**src/rtl/seven_seg_scanner_pkg.sv**
```systemverilog
// rtl/seven_seg_scanner_pkg.sv - slot geometry and active-high gfedcba hex glyphs
package seven_seg_scanner_pkg;

  localparam int         SLOT_SUBTICKS = 16;
  localparam logic [3:0] LAST_SUBTICK  = 4'(SLOT_SUBTICKS - 1);
  localparam logic [3:0] DEAD_SUBTICK  = 4'd15;

  localparam logic [6:0] GLYPH_0 = 7'h3F;
  localparam logic [6:0] GLYPH_1 = 7'h06;
  localparam logic [6:0] GLYPH_2 = 7'h5B;
  localparam logic [6:0] GLYPH_3 = 7'h4F;
  localparam logic [6:0] GLYPH_4 = 7'h66;
  localparam logic [6:0] GLYPH_5 = 7'h6D;
  localparam logic [6:0] GLYPH_6 = 7'h7D;
  localparam logic [6:0] GLYPH_7 = 7'h07;
  localparam logic [6:0] GLYPH_8 = 7'h7F;
  localparam logic [6:0] GLYPH_9 = 7'h6F;
  localparam logic [6:0] GLYPH_A = 7'h77;
  localparam logic [6:0] GLYPH_B = 7'h7C;
  localparam logic [6:0] GLYPH_C = 7'h39;
  localparam logic [6:0] GLYPH_D = 7'h5E;
  localparam logic [6:0] GLYPH_E = 7'h79;
  localparam logic [6:0] GLYPH_F = 7'h71;

endpackage

```
**src/rtl/seven_seg_scanner_hex_seg_decoder.sv**
```systemverilog
// rtl/seven_seg_scanner_hex_seg_decoder.sv - nibble to active-high 7-segment pattern
module hex_seg_decoder
  import seven_seg_scanner_pkg::*;
(
  input  logic [3:0] nibble,
  output logic [6:0] pattern
);

  always_comb begin
    pattern = GLYPH_0;
    case (nibble)
      4'h0: pattern = GLYPH_0;
      4'h1: pattern = GLYPH_1;
      4'h2: pattern = GLYPH_2;
      4'h3: pattern = GLYPH_3;
      4'h4: pattern = GLYPH_4;
      4'h5: pattern = GLYPH_5;
      4'h6: pattern = GLYPH_6;
      4'h7: pattern = GLYPH_7;
      4'h8: pattern = GLYPH_8;
      4'h9: pattern = GLYPH_9;
      4'hA: pattern = GLYPH_A;
      4'hB: pattern = GLYPH_B;
      4'hC: pattern = GLYPH_C;
      4'hD: pattern = GLYPH_D;
      4'hE: pattern = GLYPH_E;
      default: pattern = GLYPH_F;
    endcase
  end

endmodule

```
**src/rtl/seven_seg_scanner.sv**
```systemverilog
// rtl/seven_seg_scanner.sv - multiplexed N-digit 7-segment driver with PWM, blink and dead slot
module seven_seg_scanner
  import seven_seg_scanner_pkg::*;
#(
  parameter int NUM_DIGITS = 4,
  parameter int TICK_DIV   = 6250,
  parameter int BLINK_DIV  = 25000000,
  parameter bit ACTIVE_LOW = 1'b1,
  localparam int SCAN_W    = (NUM_DIGITS > 1) ? $clog2(NUM_DIGITS) : 1
) (
  input  logic                    clk,
  input  logic                    rst_n,
  input  logic [4*NUM_DIGITS-1:0] digits,
  input  logic [NUM_DIGITS-1:0]   dp_in,
  input  logic [NUM_DIGITS-1:0]   blank,
  input  logic [NUM_DIGITS-1:0]   blink_en,
  input  logic [3:0]              brightness,
  output logic [7:0]              seg,
  output logic [NUM_DIGITS-1:0]   an,
  output logic [SCAN_W-1:0]       scan_idx,
  output logic                    frame_start
);

  localparam int TICK_W  = (TICK_DIV > 1) ? $clog2(TICK_DIV) : 1;
  localparam int BLINK_W = (BLINK_DIV > 1) ? $clog2(BLINK_DIV) : 1;

  localparam logic [NUM_DIGITS-1:0] AN_OFF  = {NUM_DIGITS{ACTIVE_LOW}};
  localparam logic [7:0]            SEG_OFF = {8{ACTIVE_LOW}};

  logic                run;
  logic [TICK_W-1:0]   tick_cnt;
  logic [3:0]          sub_cnt;
  logic [SCAN_W-1:0]   scan_cnt;
  logic [BLINK_W-1:0]  blink_cnt;
  logic                blink_phase;

  logic [3:0]          nib_l;
  logic                dp_l;
  logic                blank_l;
  logic                blink_en_l;

  logic                slot_start;
  logic                tick_wrap;
  logic                sub_wrap;
  logic [3:0]          cur_nib;
  logic                cur_dp;
  logic                cur_blank;
  logic                cur_blink_en;
  logic [3:0]          eff_nib;
  logic                eff_dp;
  logic                eff_blank;
  logic                eff_blink_en;
  logic [NUM_DIGITS-1:0] an_hot;
  logic [6:0]          glyph;
  logic                lit;

  hex_seg_decoder u_decoder (
    .nibble  (eff_nib),
    .pattern (glyph)
  );

  // On the first cycle of a slot the latch is still loading, so use the live inputs
  // for that cycle; this keeps the output at exactly one cycle behind the counters.
  always_comb begin
    slot_start   = (tick_cnt == '0) && (sub_cnt == 4'd0);
    tick_wrap    = (tick_cnt == TICK_W'(TICK_DIV - 1));
    sub_wrap     = (sub_cnt == LAST_SUBTICK);
    cur_nib      = 4'd0;
    cur_dp       = 1'b0;
    cur_blank    = 1'b1;
    cur_blink_en = 1'b0;
    an_hot       = '0;
    for (int i = 0; i < NUM_DIGITS; i++) begin
      if (scan_cnt == SCAN_W'(i)) begin
        cur_nib      = digits[4*i +: 4];
        cur_dp       = dp_in[i];
        cur_blank    = blank[i];
        cur_blink_en = blink_en[i];
        an_hot[i]    = 1'b1;
      end
    end
    eff_nib      = slot_start ? cur_nib      : nib_l;
    eff_dp       = slot_start ? cur_dp       : dp_l;
    eff_blank    = slot_start ? cur_blank    : blank_l;
    eff_blink_en = slot_start ? cur_blink_en : blink_en_l;
    lit = run && (sub_cnt < brightness) && (sub_cnt != DEAD_SUBTICK) &&
          !eff_blank && !(eff_blink_en && blink_phase);
  end

  always_ff @(posedge clk) begin
    if (!rst_n) begin
      run         <= 1'b0;
      tick_cnt    <= '0;
      sub_cnt     <= 4'd0;
      scan_cnt    <= '0;
      blink_cnt   <= '0;
      blink_phase <= 1'b0;
      nib_l       <= 4'd0;
      dp_l        <= 1'b0;
      blank_l     <= 1'b1;
      blink_en_l  <= 1'b0;
      an          <= AN_OFF;
      seg         <= SEG_OFF;
      scan_idx    <= '0;
      frame_start <= 1'b0;
    end else begin
      run <= 1'b1;
      if (run) begin
        if (slot_start) begin
          nib_l      <= cur_nib;
          dp_l       <= cur_dp;
          blank_l    <= cur_blank;
          blink_en_l <= cur_blink_en;
        end
        if (tick_wrap) begin
          tick_cnt <= '0;
          sub_cnt  <= sub_cnt + 4'd1;
          if (sub_wrap) begin
            scan_cnt <= (scan_cnt == SCAN_W'(NUM_DIGITS - 1)) ? '0 : scan_cnt + SCAN_W'(1);
          end
        end else begin
          tick_cnt <= tick_cnt + TICK_W'(1);
        end
        if (blink_cnt == BLINK_W'(BLINK_DIV - 1)) begin
          blink_cnt   <= '0;
          blink_phase <= ~blink_phase;
        end else begin
          blink_cnt <= blink_cnt + BLINK_W'(1);
        end
      end
      an          <= lit ? (an_hot ^ AN_OFF) : AN_OFF;
      seg         <= lit ? ({eff_dp, glyph} ^ SEG_OFF) : SEG_OFF;
      scan_idx    <= scan_cnt;
      frame_start <= run && slot_start && (scan_cnt == '0);
    end
  end

endmodule

```
**config.mk**
```make
export PLATFORM = sky130hd
export DESIGN_NAME = seven_seg_scanner
export DESIGN_NICKNAME = d
export VERILOG_FILES = /design/src/rtl/seven_seg_scanner_pkg.sv /design/src/rtl/seven_seg_scanner_hex_seg_decoder.sv /design/src/rtl/seven_seg_scanner.sv
export SDC_FILE = /design/constraint.sdc
export NUM_CORES = 1
export LEC_CHECK = 0
export ABC_CLOCK_PERIOD_IN_PS = 2300
export BUFFER_PORTS_ARGS = -buffer_cell sky130_fd_sc_hd__buf_2
export CAP_MARGIN = 5
export CORE_MARGIN = 8
export CORE_UTILIZATION = 30
export DETAILED_ROUTE_END_ITERATION = 7
export SETUP_SLACK_MARGIN = 0.4
export SYNTH_ARGS = -nofsm -noshare
export SYNTH_HDL_FRONTEND = slang
export SYNTH_SLANG_ARGS = --single-unit
```
**constraint.sdc**
```tcl
create_clock -name clk -period 2.3 [get_ports clk]
set_clock_uncertainty 0.05 [all_clocks]
set_input_delay 0.23 -clock clk [delete_from_list [all_inputs] [get_ports clk]]
set_output_delay 0.23 -clock clk [all_outputs]
set_load 0.03 [all_outputs]
```
# After elaboration in Yosys (flattened, before gate mapping)
# Memories as Yosys holds them, arrays and structs flattened.
# Index checks and enable logic that the tools add are counted.
[word_totals] ff_bits=68 romBits=112 inputBits=34 out_inout_bits=15 wordCells=75 memories=1
[op_classes] n_addsub=4 order_cmp=1 n_eq_ne=7 muxes=28 bitwise_logic=3 n_reduce_logical=17
[mem_list] memory="(no name shown)" words=16 width=7 read_ports=1 rd_clocked_by_memory_dff=0 write_ports=0 line="seven_seg_scanner_hex_seg_decoder.sv:11" text="case (nibble)"
[op_table] operator="$add 25x1->25 const B" n=1
[op_table] operator="$eq 25x25->1 const B" n=1
[op_table] operator="$mux 25" n=1
[op_table] operator="$mux 1" n=20
[op_table] operator="$mux 4" n=5
[op_table] operator="$add 13x1->13 const B" n=1
[op_table] operator="$eq 13x13->1 const B" n=1
[op_table] operator="$logic_not 13->1" n=1
[op_table] operator="$mux 13" n=1
[op_table] operator="$logic_and 1x1->1" n=8
[op_table] operator="$not 8->8" n=1
[op_table] operator="$reduce_and 2->1" n=3
[op_table] operator="$add 4x1->4 const B" n=1
[op_table] operator="$eq 2x2->1 const B" n=2
[op_table] operator="$eq 4x4->1 const B" n=1
[op_table] operator="$logic_not 4->1" n=1
[op_table] operator="$lt 4x4->1" n=1
[op_table] operator="$ne 4x4->1 const B" n=1
[op_table] operator="$not 4->4" n=1
[op_table] operator="$reduce_and 3->1" n=1
[op_table] operator="$add 2x1->2 const B" n=1
[op_table] operator="$eq 2x1->1 const B" n=1
[op_table] operator="$logic_not 1->1" n=2
[op_table] operator="$logic_not 2->1" n=1
[op_table] operator="2 further kinds" n=2

# Depth between registers and ports, before layout
# Gate-level depths: netlist of the first run.
[depth] ltp_word=10 mapped_depth=12 depth_no_buf=12

# Cells and area by module
# From an unflattened synthesis of the first run, not the netlist that was laid out.
[unflattened] hier_cells=412 hier_area_um2=3559.7
[by_module_without_submodules] module="seven_seg_scanner" instances=1 cells_per_inst=379 area_each_um2=3271.9 seq_area_each_um2=1361.3
[by_module_without_submodules] module="hex_seg_decoder" instances=1 cells_per_inst=33 area_each_um2=287.8 seq_area_each_um2=0.0

# Worst setup path after synthesis of the first run
# Ideal clock, no wire load.
[synth_path] path_type="register to register" from="reg tick_cnt[0]" to="reg seg[0]" setup_ps=124 arrival_ps=2305 required_time_ps=2126 setup_slack_ps=-179 path_stages_with_launch=12 path_buffers=1 synth_period_minus_slack_ps=2479 path_cell_list="dfxtp_1 -> inv_1 -> ha_1 -> nor4b_2 -> and4_1 -> buf_6 -> mux2i_1 -> inv_1 -> ha_1 -> and3_1 -> a211oi_1 -> nand3_1"
[synth_via] word_cells_on_any_way=13 classes_between="3 x mux; 1 x bitwise; 8 x reduce/logical; 1 x memory"
[synth_rtl] item="start, declared" line="seven_seg_scanner.sv:31" text="logic [TICK_W-1:0] tick_cnt;"
[synth_rtl] item="start signal, assigned" line="seven_seg_scanner.sv:122" text="tick_cnt <= tick_cnt + TICK_W'(1);"
[synth_rtl] item="$logic_not 13->1" line="seven_seg_scanner.sv:65" text="slot_start = (tick_cnt == '0) && (sub_cnt == 4'd0);"
[synth_rtl] item="$logic_and 1x1->1" line="seven_seg_scanner.sv:65"
[synth_rtl] item="$mux 4"
[synth_rtl] item="net eff_nib[0]" line="seven_seg_scanner.sv:49" text="logic [3:0] eff_nib;"
[synth_rtl] item="$mem_v2 16x7"
[synth_rtl] item="$not 8->8 (no line)"
[synth_rtl] item="end signal, assigned" line="seven_seg_scanner.sv:132" text="seg <= lit ? ({eff_dp, glyph} ^ SEG_OFF) : SEG_OFF;"
[synth_rtl] item="end, declared" line="seven_seg_scanner.sv:18" text="output logic [7:0] seg,"
# The timed path passes the listed nets, and every way through them passes these cells.
# A chain may end at the register's enable or synchronous reset.

# Final worst setup path of the first run
[layout_path] from="reg tick_cnt[1]" to="reg seg[6]"
[layout_via] elab_chain_len=7 word_cells_on_any_way=13 classes_between="3 x mux; 1 x bitwise; 8 x reduce/logical; 1 x memory"
[layout_rtl] item="$logic_not 13->1 *" line="seven_seg_scanner.sv:65"
[layout_rtl] item="$logic_and 1x1->1 *" line="seven_seg_scanner.sv:65"
[layout_rtl] item="parallel branches: the longest is 5 deep, another holds $mem_v2 16x7"
# Every way passes the cells marked *.

==> impl_metrics.py, run 1 <==
metrics = {
    "placed_design": {
        "routabilityCongestion": 0.8201,
        "dp_hpwl_mm": 6.436,
        "pre_cts_ws_ns": -0.1113,
        "port-buffer-count": 48,
    },
    "synthesis": {
        "syn_area_mm2": 0.003463,
        "ys.flop_type": "dfxtp_1",
        "ys_seq_area_share_pct": 39.31,
        "yosysTopAreaCell": "dfxtp_1",
        "synth_top_area_share_pct": 39.31,
        "synth_seq_cells": 68,
        "synth.avg_cell_area_um2": 8.680,
        "yosysWarnings": 0,
        "synth.most_common_cell": "dfxtp_1",
        "synth_edf_count": 0,
        "netlist_top_cells_area": "dfxtp_1, ha_1, xor2_1, nor2_1, nand2_1",
        "ys_types": 49,
        "synth_nets": 452,
        "async_reset_ff_share_pct": 0,
        "synth_commonest_cells": "dfxtp_1, nor2_1, nand2_1",
        "synthCells": 399,
    },
    "worst_setup_path": {
        "crit_path_max_incr_delay_ns": 0.38,
        "worst_setup_path_end_kind": "flip-flop",
        "r2r_slack_ns": 0.02,
        "crit_type": "reg -> reg",
        "crit_start": "tick_cnt[1]",
        "cp-start-kind": "flip-flop",
        "path_delay_family": "simple AND/OR/NAND/NOR gates",
        "cp_cell_sequence": "inv_2, ha_4, nor4b_4, and4_4, buf_12, mux2_4, a2111oi_4, buf_6, o211ai_1",
        "rr_startpoint": "tick_cnt[1]",
        "critical_path.slowest_cell": "a2111oi_4",
        "rr_worst_depth": 9,
        "worstPathArrival_ns": 2.44,
        "worstPathRequired_ns": 2.46,
        "worst-path-buf-inv": 3,
        "worstReg2RegEnd": "seg[6]",
        "worstPathMaxFanout": 6,
        "cp.depth": 9,
    },
    "sta": {
        "hold_ws_ns": 0.2114,
        "setup_viol": 0,
        "rsz0062_at_grt": "true",
        "slew_headroom_pct": 74.48,
        "timing_worst_slew_pin_value_ns": 0.3812,
        "max_freq_mhz": 437.8,
        "min_period_over_period_pct": 99.30,
        "slew_violations": 0,
        "min_period_ns": 2.284,
        "hold_viol": 0,
        "layout_setup_ws_ns": 0.01610,
    },
    "die": {
        "initial_core_util_pct": 30.59,
        "fp-row-count": 39,
        "die_width_um": 123.4,
        "die_area_mm2": 0.01524,
        "io_pins": 49,
        "core_mm2": 0.01132,
        "die_height_um": 123.4,
    },
    "detailed_routing": {
        "vias_per_cell": 4.721,
        "wl_met3_um": 423,
        "top_layer": "met4",
        "wl_per_cell_um": 13.30,
        "first_iter_violations": 119,
        "met2_length_mm": 4.350,
        "wirelength_met1_mm": 3.801,
        "drt_drc_violations_left": 0,
        "postRouteAntennaNets": 0,
        "vias": 3097,
        "dr.pass1.iters": 4,
        "finalWirelength_mm": 8.725,
    },
    "final_layout": {
        "layout.nets": 561,
        "synthToLayoutAreaGrowth_pct": 43.79,
        "drive_gt1_share_pct": 37.23,
        "diodes": 0,
        "postLayoutCoreUtil_pct": 43.99,
    },
    "global_route": {
        "grt_usage_pct": 11.68,
        "overflow": 0,
        "grt_pass1_vias": 3113,
        "grt_max_degree": 21,
        "antenna_found_initial": 0,
        "grt_pass1_wl_mm": 14.32,
    },
    "flow_run": {
        "max_cap_viol_count": 0,
    },
    "power_and_ir_drop": {
        "p_leak_nw": 2.072,
        "ir_drop_uv": 350.3,
        "p_per_area_mw_per_mm2": 717.7,
    },
    "clocking": {
        "cts_hold_buf": 0,
        "cts.clk_slew.worst_paths_ns": 0.06,
        "clock-sinks": 68,
        "cts_tree": "built",
        "cts-root-buf": "clkbuf_16",
        "htree_levels": 3,
        "clk_latency_ns": 0.33,
        "cts.path.max_buffers": 2,
        "cts_made_buffers": 9,
    },
    "outcome": {
        "status": "complete, no violations",
    },
    "worst_hold_path": {
        "holdPathEnd": "blank_l",
        "hold_class": "in -> reg",
        "whs_path_depth": 3,
        "hold_path.startpoint": "blank[3]",
    },
}
## cells in the final DEF (no fill, tap or decap), types with 3 or more instances in the layout
cell       instances
ha_2               3
buf_4             60
ha_1              12
buf_2             48
mux2i_4            3
clkbuf_16          9
a21oi_1            7
nor3_1             4
o211ai_1           5
nor2_1            51
nand3_2            4
nand3_1           17
nand2_1           33
nand4_1           18
dfxtp_2            6
bufinv_16          5
and3_1             4
inv_1             15
and2_1            11
nor2b_1            6
o211a_1            4
dfxtp_1           61
o21ai_0            5
buf_6              3
ha_4               4
mux2i_1            5
nand2_2            7
nand2b_1           4
xnor2_1           14
a21oi_2            3
xor2_1            25
inv_2              6
## registers in the layout, indices dropped and copies added (netlist names)
register and flops:
seg 8, tick_cnt 13, blink_en_l 1, nib_l 4, blink_phase 1, run 1
scan_cnt 2, scan_idx 2, blank_l 1, frame_start 1, dp_l 1, sub_cnt 4
blink_cnt 25, an 4
## per-layer routing
| layer | global-route usage (%) | vias to the layer above |
|---|---|---|
| li1 | - | 1574 |
| met1 | 13.24 | 1464 |
| met2 | 20.41 | 47 |
| met3 | 3.562 | 12 |
| met4 | 3.988 | 0 |
| met5 | 0 | - |
## cell families after synthesis
logic type	synth area share (%)
and+or+nand+nor	26.70
DFF	39.31
AOI/OAI and AO/OA	9.213
xor gates and xnor gates	9.863
buffers and inverters	4.661
adders and majority gates	6.864
muxes	3.396
## per-stage QoR
stage	TNS [ns]	instance area (µm²)	power, mW	instances
3_3_place_gp	-0.1371	4325	1.678	626
2_1_floorplan	0	3593	1.519	399
6_report	0	4980	3.574	656
3_5_place_dp	-0.8332	4325	1.686	626
5_1_grt	-0.5351	4980	3.702	656
4_1_cts	0	4847	3.560	651
## how the worst max path moves through the flow
stage	to
detailed placement	seg[3]
CTS	seg[1]
global route	seg[0]
floorplan	seg[0]
finish	seg[6]
global placement	seg[0]
## final cells by class
cell class	count	area [µm²]
well taps	143	178.9
inverters	21	78.83
clock buffers	10	239.0
repair buffers	113	759.5
multi-input cells	295	2192
fillers	1091	6341
flip-flops and latches	68	1373
clock inverters	6	158.9
## where the power goes
| part | leakage (nW) | switching (mW) | internal [mW] | total, mW |
|---|---|---|---|---|
| Clock | 0.193 | 0.516 | 1.31 | 1.83 |
| Combinational | 1.32 | 0.250 | 0.265 | 0.516 |
| Sequential | 0.555 | 0.0233 | 1.21 | 1.23 |
## worst min-delay path, cell delays in order
cell      delay [ns]
buf_2           0.09
a221oi_2        0.07
o211ai_1        0.16
## timing repair
action,in CTS,in global routing
setup endpoints to repair,16,32
pin swaps,10,7
cloned,1,0
buffers inserted,8,5
gates resized for setup,15,29
Note: power is estimated with default switching activity, not from simulation.
==> inputs of run 2 (changes only) <==
--- a/config.mk
+++ b/config.mk
@@ -11,6 +11,8 @@
 export CORE_MARGIN = 8
 export CORE_UTILIZATION = 30
 export DETAILED_ROUTE_END_ITERATION = 7
+export GPL_TIMING_DRIVEN = 0
+export REMOVE_ABC_BUFFERS = 1
 export SETUP_SLACK_MARGIN = 0.4
 export SYNTH_ARGS = -nofsm -noshare
 export SYNTH_HDL_FRONTEND = slang
==> impl_metrics.py, run 2 (synthesis results as in run 1) <==
metrics = {
    "final_layout": {
        "drive_gt1_share_pct": 34.76,
        "final_cell_mix": "dfxtp_1, nor2_1, buf_2",
        "synthToLayoutAreaGrowth_pct": 38.69,
        "largest_reg_flops": 25,
        "layout.nets": 537,
        "finalNonFillerCells": 632,
        "diodes": 0,
        "final_common_cell": "dfxtp_1",
        "regArea_mm2": 0.001388,
        "multi_input_area_mm2": 0.002258,
        "regMostFlops": "blink_cnt",
        "final_area_mm2": 0.004803,
        "fillCellCount": 1068,
        "top_regs": "blink_cnt: 25 flops, tick_cnt: 13 flops, seg: 8 flops",
    },
    "detailed_routing": {
        "vias": 3016,
        "finalWirelength_mm": 8.337,
        "vias_per_cell": 4.772,
        "drt_drc_violations_left": 0,
        "wl_per_cell_um": 13.19,
        "dr.pass1.iters": 4,
        "first_iter_violations": 123,
        "postRouteAntennaNets": 0,
    },
    "worst_setup_path": {
        "path_delay_family": "simple AND/OR/NAND/NOR gates",
        "worstPathArrival_ns": 2.48,
        "crit_type": "reg -> reg",
        "worst-path-buf-inv": 3,
        "crit_path_max_incr_delay_ns": 0.38,
        "cp-start-kind": "flip-flop",
        "worstPathRequired_ns": 2.46,
        "worstPathMaxFanout": 6,
        "cp_cell_sequence": "inv_4, ha_4, nor4b_4, and4_4, buf_6, mux2_4, a2111oi_4, buf_6, o211ai_1",
        "cpMostUsedCell": "buf_6",
        "critical_path.slowest_cell": "a2111oi_4",
        "worst_setup_path_end_kind": "flip-flop",
    },
    "sta": {
        "hold_ws_ns": 0.2033,
        "timing_worst_slew_pin_value_ns": 0.4556,
        "slew_violations": 0,
        "tns_ns": -0.03027,
        "min_period_ns": 2.320,
        "rsz0062_at_grt": "true",
        "layout_setup_ws_ns": -0.02012,
        "setup_viol": 3,
        "max_freq_mhz": 431.0,
        "min_period_over_period_pct": 100.9,
        "hold_viol": 0,
        "slew_headroom_pct": 69.62,
    },
    "die": {
        "fp-row-count": 39,
        "core_mm2": 0.01132,
        "die_width_um": 123.4,
        "die_height_um": 123.4,
        "initial_core_util_pct": 30.59,
        "die_area_mm2": 0.01524,
        "io_pins": 49,
    },
    "power_and_ir_drop": {
        "p_per_area_mw_per_mm2": 654.1,
        "power.share.clock_pct": 46.3,
        "seqPwrFrac_pct": 39.3,
        "p_int_mw": 2.380,
        "switching_share_pct": 24.24,
        "switchingPower_uw": 761.5,
        "p_comb_share_pct": 14.4,
        "ir_drop_uv": 347.1,
        "p_leak_nw": 1.945,
    },
    "clocking": {
        "htree_levels": 3,
        "cts_hold_buf": 0,
        "cts-root-buf": "clkbuf_16",
        "clock-sinks": 68,
        "cts.path.max_buffers": 2,
        "cts_tree": "built",
        "cts_made_buffers": 9,
        "clk_latency_ns": 0.33,
        "cts.clk_slew.worst_paths_ns": 0.06,
    },
    "global_route": {
        "antenna_found_initial": 0,
        "grt_pass1_vias": 2973,
        "grt_usage_pct": 10.83,
        "grt_pass1_wl_mm": 13.39,
        "overflow": 0,
        "grt_max_degree": 26,
    },
    "outcome": {
        "status": "finished, violations left",
        "violations": "setup timing",
    },
    "placed_design": {
        "port-buffer-count": 48,
        "dp_hpwl_mm": 5.237,
        "placed_cell_area_mm2": 0.003800,
        "pre_cts_ws_ns": -0.7930,
        "routabilityCongestion": 0.7751,
        "place_inst": 575,
    },
    "flow_run": {
        "max_cap_viol_count": 0,
    },
    "worst_hold_path": {
        "hold_class": "in -> reg",
    },
}
[run 2: cell count changes in the layout (fill, tap and decap cells not counted), moves of 3 or more]
cell,change
dfxtp_4,+4
dfxtp_1,-4
nand3_1,+3
buf_6,+6
inv_4,+3
buf_4,-29
inv_2,-3
nand3_2,-3
bufinv_16,-3
[run 2: worst register-to-register path, cell delays in order (launching register included)]
cell and delay (ns):
dfxtp_4 0.35, inv_4 0.06, ha_4 0.12, nor4b_4 0.21, and4_4 0.33, buf_6 0.13, mux2_4 0.31, a2111oi_4 0.38
buf_6 0.19, o211ai_1 0.08
[run 2: routing by layer]
metal | vias up | track usage [%] | part of all wire [%]
li1 | 1535 | - | -
met1 | 1406 | 11.88 | 42
met2 | 64 | 19.20 | 50
met3 | 11 | 3.927 | 7.3
met4 | 0 | 3.160 | 1.5
met5 | - | 0 | 0
[run 2: timing repair]
| item | in CTS | in global routing |
|---|---|---|
| endpoints found under the setup margin | 64 | 57 |
| pin swaps | 9 | 24 |
| setup buffers | 31 | 8 |
| gates cloned | 1 | 1 |
| hold endpoints to repair | 0 | 0 |
| resized for setup | 64 | 37 |
[run 2: worst paths after layout]
path | startpoint | endpoint | slack, ns | cells past startpoint
max | tick_cnt[0] | seg[6] | -0.02 | 9
min | blank[3] | blank_l | 0.20 | 3
max reg2reg | tick_cnt[0] | seg[6] | -0.02 | 9
min reg2reg | blank_l | blank_l | 0.44 | 2
[run 2: through the flow]
stage	utilization (%)	total power, mW
CTS	40.59	3.150
detailed placement	33.57	1.553
floorplan	-	1.461
global route	42.43	3.272
global placement	33.57	1.545
finish	42.43	3.142
[run 2: power by group through the flow]
| stage | combinational, mW | sequential [mW] | clock (mW) |
|---|---|---|---|
| CTS | 0.420 | 1.23 | 1.50 |
| global placement | 0.284 | 1.26 | 0 |
| finish | 0.453 | 1.23 | 1.46 |
| detailed placement | 0.291 | 1.26 | 0 |
| floorplan | 0.183 | 1.28 | 0 |
| global route | 0.495 | 1.24 | 1.54 |
[run 2: final cells by class]
cell class | instances | area share (%)
flip-flops and latches | 68 | 28.89
repair buffers | 88 | 11.96
inverters | 21 | 1.797
multi-input cells | 296 | 47.02
clock inverters | 6 | 1.849
well taps | 143 | 3.725
clock buffers | 10 | 4.767
==> inputs of run 3 (changes only) <==
--- a/config.mk
+++ b/config.mk
@@ -9,11 +9,13 @@
 export BUFFER_PORTS_ARGS = -buffer_cell sky130_fd_sc_hd__buf_2
 export CAP_MARGIN = 5
 export CORE_MARGIN = 8
-export CORE_UTILIZATION = 30
+export CORE_UTILIZATION = 45
 export DETAILED_ROUTE_END_ITERATION = 7
 export GPL_TIMING_DRIVEN = 0
+export PLACE_DENSITY = 0.68
 export REMOVE_ABC_BUFFERS = 1
 export SETUP_SLACK_MARGIN = 0.4
+export SKIP_LAST_GASP = 1
 export SYNTH_ARGS = -nofsm -noshare
 export SYNTH_HDL_FRONTEND = slang
 export SYNTH_SLANG_ARGS = --single-unit
==> impl_metrics.py, run 3 (synthesis results as in run 1) <==
metrics = {
    "power_and_ir_drop": {
        "ir_drop_uv": 279.9,
        "p_comb_share_pct": 18.0,
        "power.share.clock_pct": 36.7,
        "switchingPower_uw": 756.3,
        "switching_share_pct": 27.77,
        "p_per_area_mw_per_mm2": 577.7,
        "p_leak_nw": 1.890,
        "seqPwrFrac_pct": 45.2,
        "p_int_mw": 1.967,
    },
    "clocking": {
        "cts-root-buf": "clkbuf_8",
        "cts.clk_slew.worst_paths_ns": 0.08,
        "cts_hold_buf": 0,
        "cts_made_buffers": 9,
        "cts_tree": "built",
        "htree_levels": 3,
        "cts.path.max_buffers": 2,
        "clock-sinks": 68,
        "clk_latency_ns": 0.35,
    },
    "detailed_routing": {
        "finalWirelength_mm": 8.924,
        "vias": 3115,
        "vias_per_cell": 5.280,
        "first_iter_violations": 161,
        "drt_drc_violations_left": 0,
        "wl_per_cell_um": 15.13,
        "dr.pass1.iters": 4,
        "postRouteAntennaNets": 0,
    },
    "sta": {
        "layout_setup_ws_ns": -0.04098,
        "min_period_over_period_pct": 101.8,
        "min_period_ns": 2.341,
        "hold_viol": 0,
        "timing_worst_slew_pin_value_ns": 0.5172,
        "slew_headroom_pct": 65.37,
        "tns_ns": -0.2124,
        "setup_viol": 6,
        "rsz0062_at_grt": "true",
        "max_freq_mhz": 427.2,
        "slew_violations": 0,
    },
    "final_layout": {
        "fillCellCount": 617,
        "diodes": 0,
        "multi_input_area_mm2": 0.002327,
        "largest_reg_flops": 25,
        "final_common_cell": "dfxtp_1",
        "drive_gt1_share_pct": 36.27,
        "layout.nets": 537,
        "final_cell_mix": "dfxtp_1, nor2_1, buf_2",
        "top_regs": "blink_cnt: 25 flops, tick_cnt: 13 flops, seg: 8 flops",
        "regArea_mm2": 0.001385,
        "synthToLayoutAreaGrowth_pct": 36.13,
        "regMostFlops": "blink_cnt",
    },
    "die": {
        "core_mm2": 0.007607,
        "initial_core_util_pct": 45.53,
        "io_pins": 49,
        "fp-row-count": 32,
        "die_width_um": 103.7,
        "die_height_um": 103.7,
        "die_area_mm2": 0.01076,
    },
    "global_route": {
        "grt_usage_pct": 14.96,
        "overflow": 0,
        "grt_pass1_wl_mm": 13.66,
        "grt_pass1_vias": 2885,
        "grt_max_degree": 26,
        "antenna_found_initial": 0,
    },
    "placed_design": {
        "port-buffer-count": 48,
        "routabilityCongestion": 0.8199,
        "pre_cts_ws_ns": -0.7470,
        "dp_hpwl_mm": 5.024,
    },
    "outcome": {
        "status": "finished, violations left",
        "violations": "setup timing",
    },
    "worst_setup_path": {
        "crit_type": "reg -> reg",
        "crit_path_max_incr_delay_ns": 0.40,
        "critical_path.slowest_cell": "dfxtp_4",
        "worstPathRequired_ns": 2.50,
        "worstPathMaxFanout": 5,
        "cp-start-kind": "flip-flop",
        "worst_setup_path_end_kind": "flip-flop",
        "worstPathArrival_ns": 2.54,
        "cp_cell_sequence": "inv_2, ha_4, and2b_4, a21oi_1, a221oi_2, a21oi_2, a2111oi_4, buf_4, buf_6, nand2_2",
    },
    "flow_run": {
        "max_cap_viol_count": 0,
    },
    "worst_hold_path": {
        "hold_class": "in -> reg",
    },
}
[run 3: final timing paths]
check | startpoint | end | slack, ns | cells past startpoint
worst max-delay path | scan_cnt[1] | an[0] | -0.04 | 10
worst min-delay path | rst_n | run | 0.15 | 1
worst max register to register | scan_cnt[1] | an[0] | -0.04 | 10
worst min register to register | blank_l | blank_l | 0.44 | 2
[run 3: final cells by class]
class	instances	area share, %
Multi-Input combinational cell	296	49.36
Sequential cell	68	29.38
Timing Repair Buffer	88	12.58
Clock buffer	10	2.919
Tap cell	102	2.707
Inverter	21	1.752
Clock inverter	5	1.300
[run 3: layer usage]
| layer | up-vias | routed length (µm) | track usage [%] |
|---|---|---|---|
| met5 | - | 0 | 0 |
| met4 | 0 | 221 | 6.825 |
| met3 | 18 | 522 | 3.408 |
| met2 | 105 | 4258 | 23.42 |
| met1 | 1448 | 3921 | 19.14 |
| li1 | 1544 | - | - |
[run 3: metrics by stage]
| step | util, % | hold slack (ns) | total power, mW | instances | instance area, µm² |
|---|---|---|---|---|---|
| 2_1_floorplan | - | 0.2077 | 1.461 | 384 | 3381 |
| 3_3_place_gp | 49.28 | 0.4171 | 1.545 | 534 | 3749 |
| 4_1_cts | 57.43 | 0.1355 | 2.637 | 571 | 4369 |
| 3_5_place_dp | 49.28 | 0.4310 | 1.550 | 534 | 3749 |
| 5_1_grt | 61.97 | 0.1600 | 2.842 | 590 | 4715 |
| 6_report | 61.97 | 0.1523 | 2.723 | 590 | 4715 |
[run 3: power by group through the flow]
stage / Sequential (mW) / Clock (mW) / Combinational (mW)
after floorplan: 1.28 / 0 / 0.183
after global placement: 1.26 / 0 / 0.285
after detailed placement: 1.26 / 0 / 0.289
after CTS: 1.23 / 1.01 / 0.394
after global routing: 1.24 / 1.07 / 0.531
final: 1.23 / 1.00 / 0.491
[run 3: worst max-delay path, delay by kind of cell, from the launching register on]
| family | cells | cell delay (ns) |
|---|---|---|
| adders and majority gates | 1 | 0.17 |
| AOI/OAI and AO/OA | 4 | 0.87 |
| buffers and inverters | 3 | 0.40 |
| DFF | 1 | 0.40 |
| and+or+nand+nor | 2 | 0.36 |
[run 3: repair_timing]
action	in CTS	in global routing
resized for setup	63	48
setup buffers	21	18
setup endpoints to repair	64	59
pin swaps	8	23
cloned	1	1
endpoints found under the hold margin	0	0
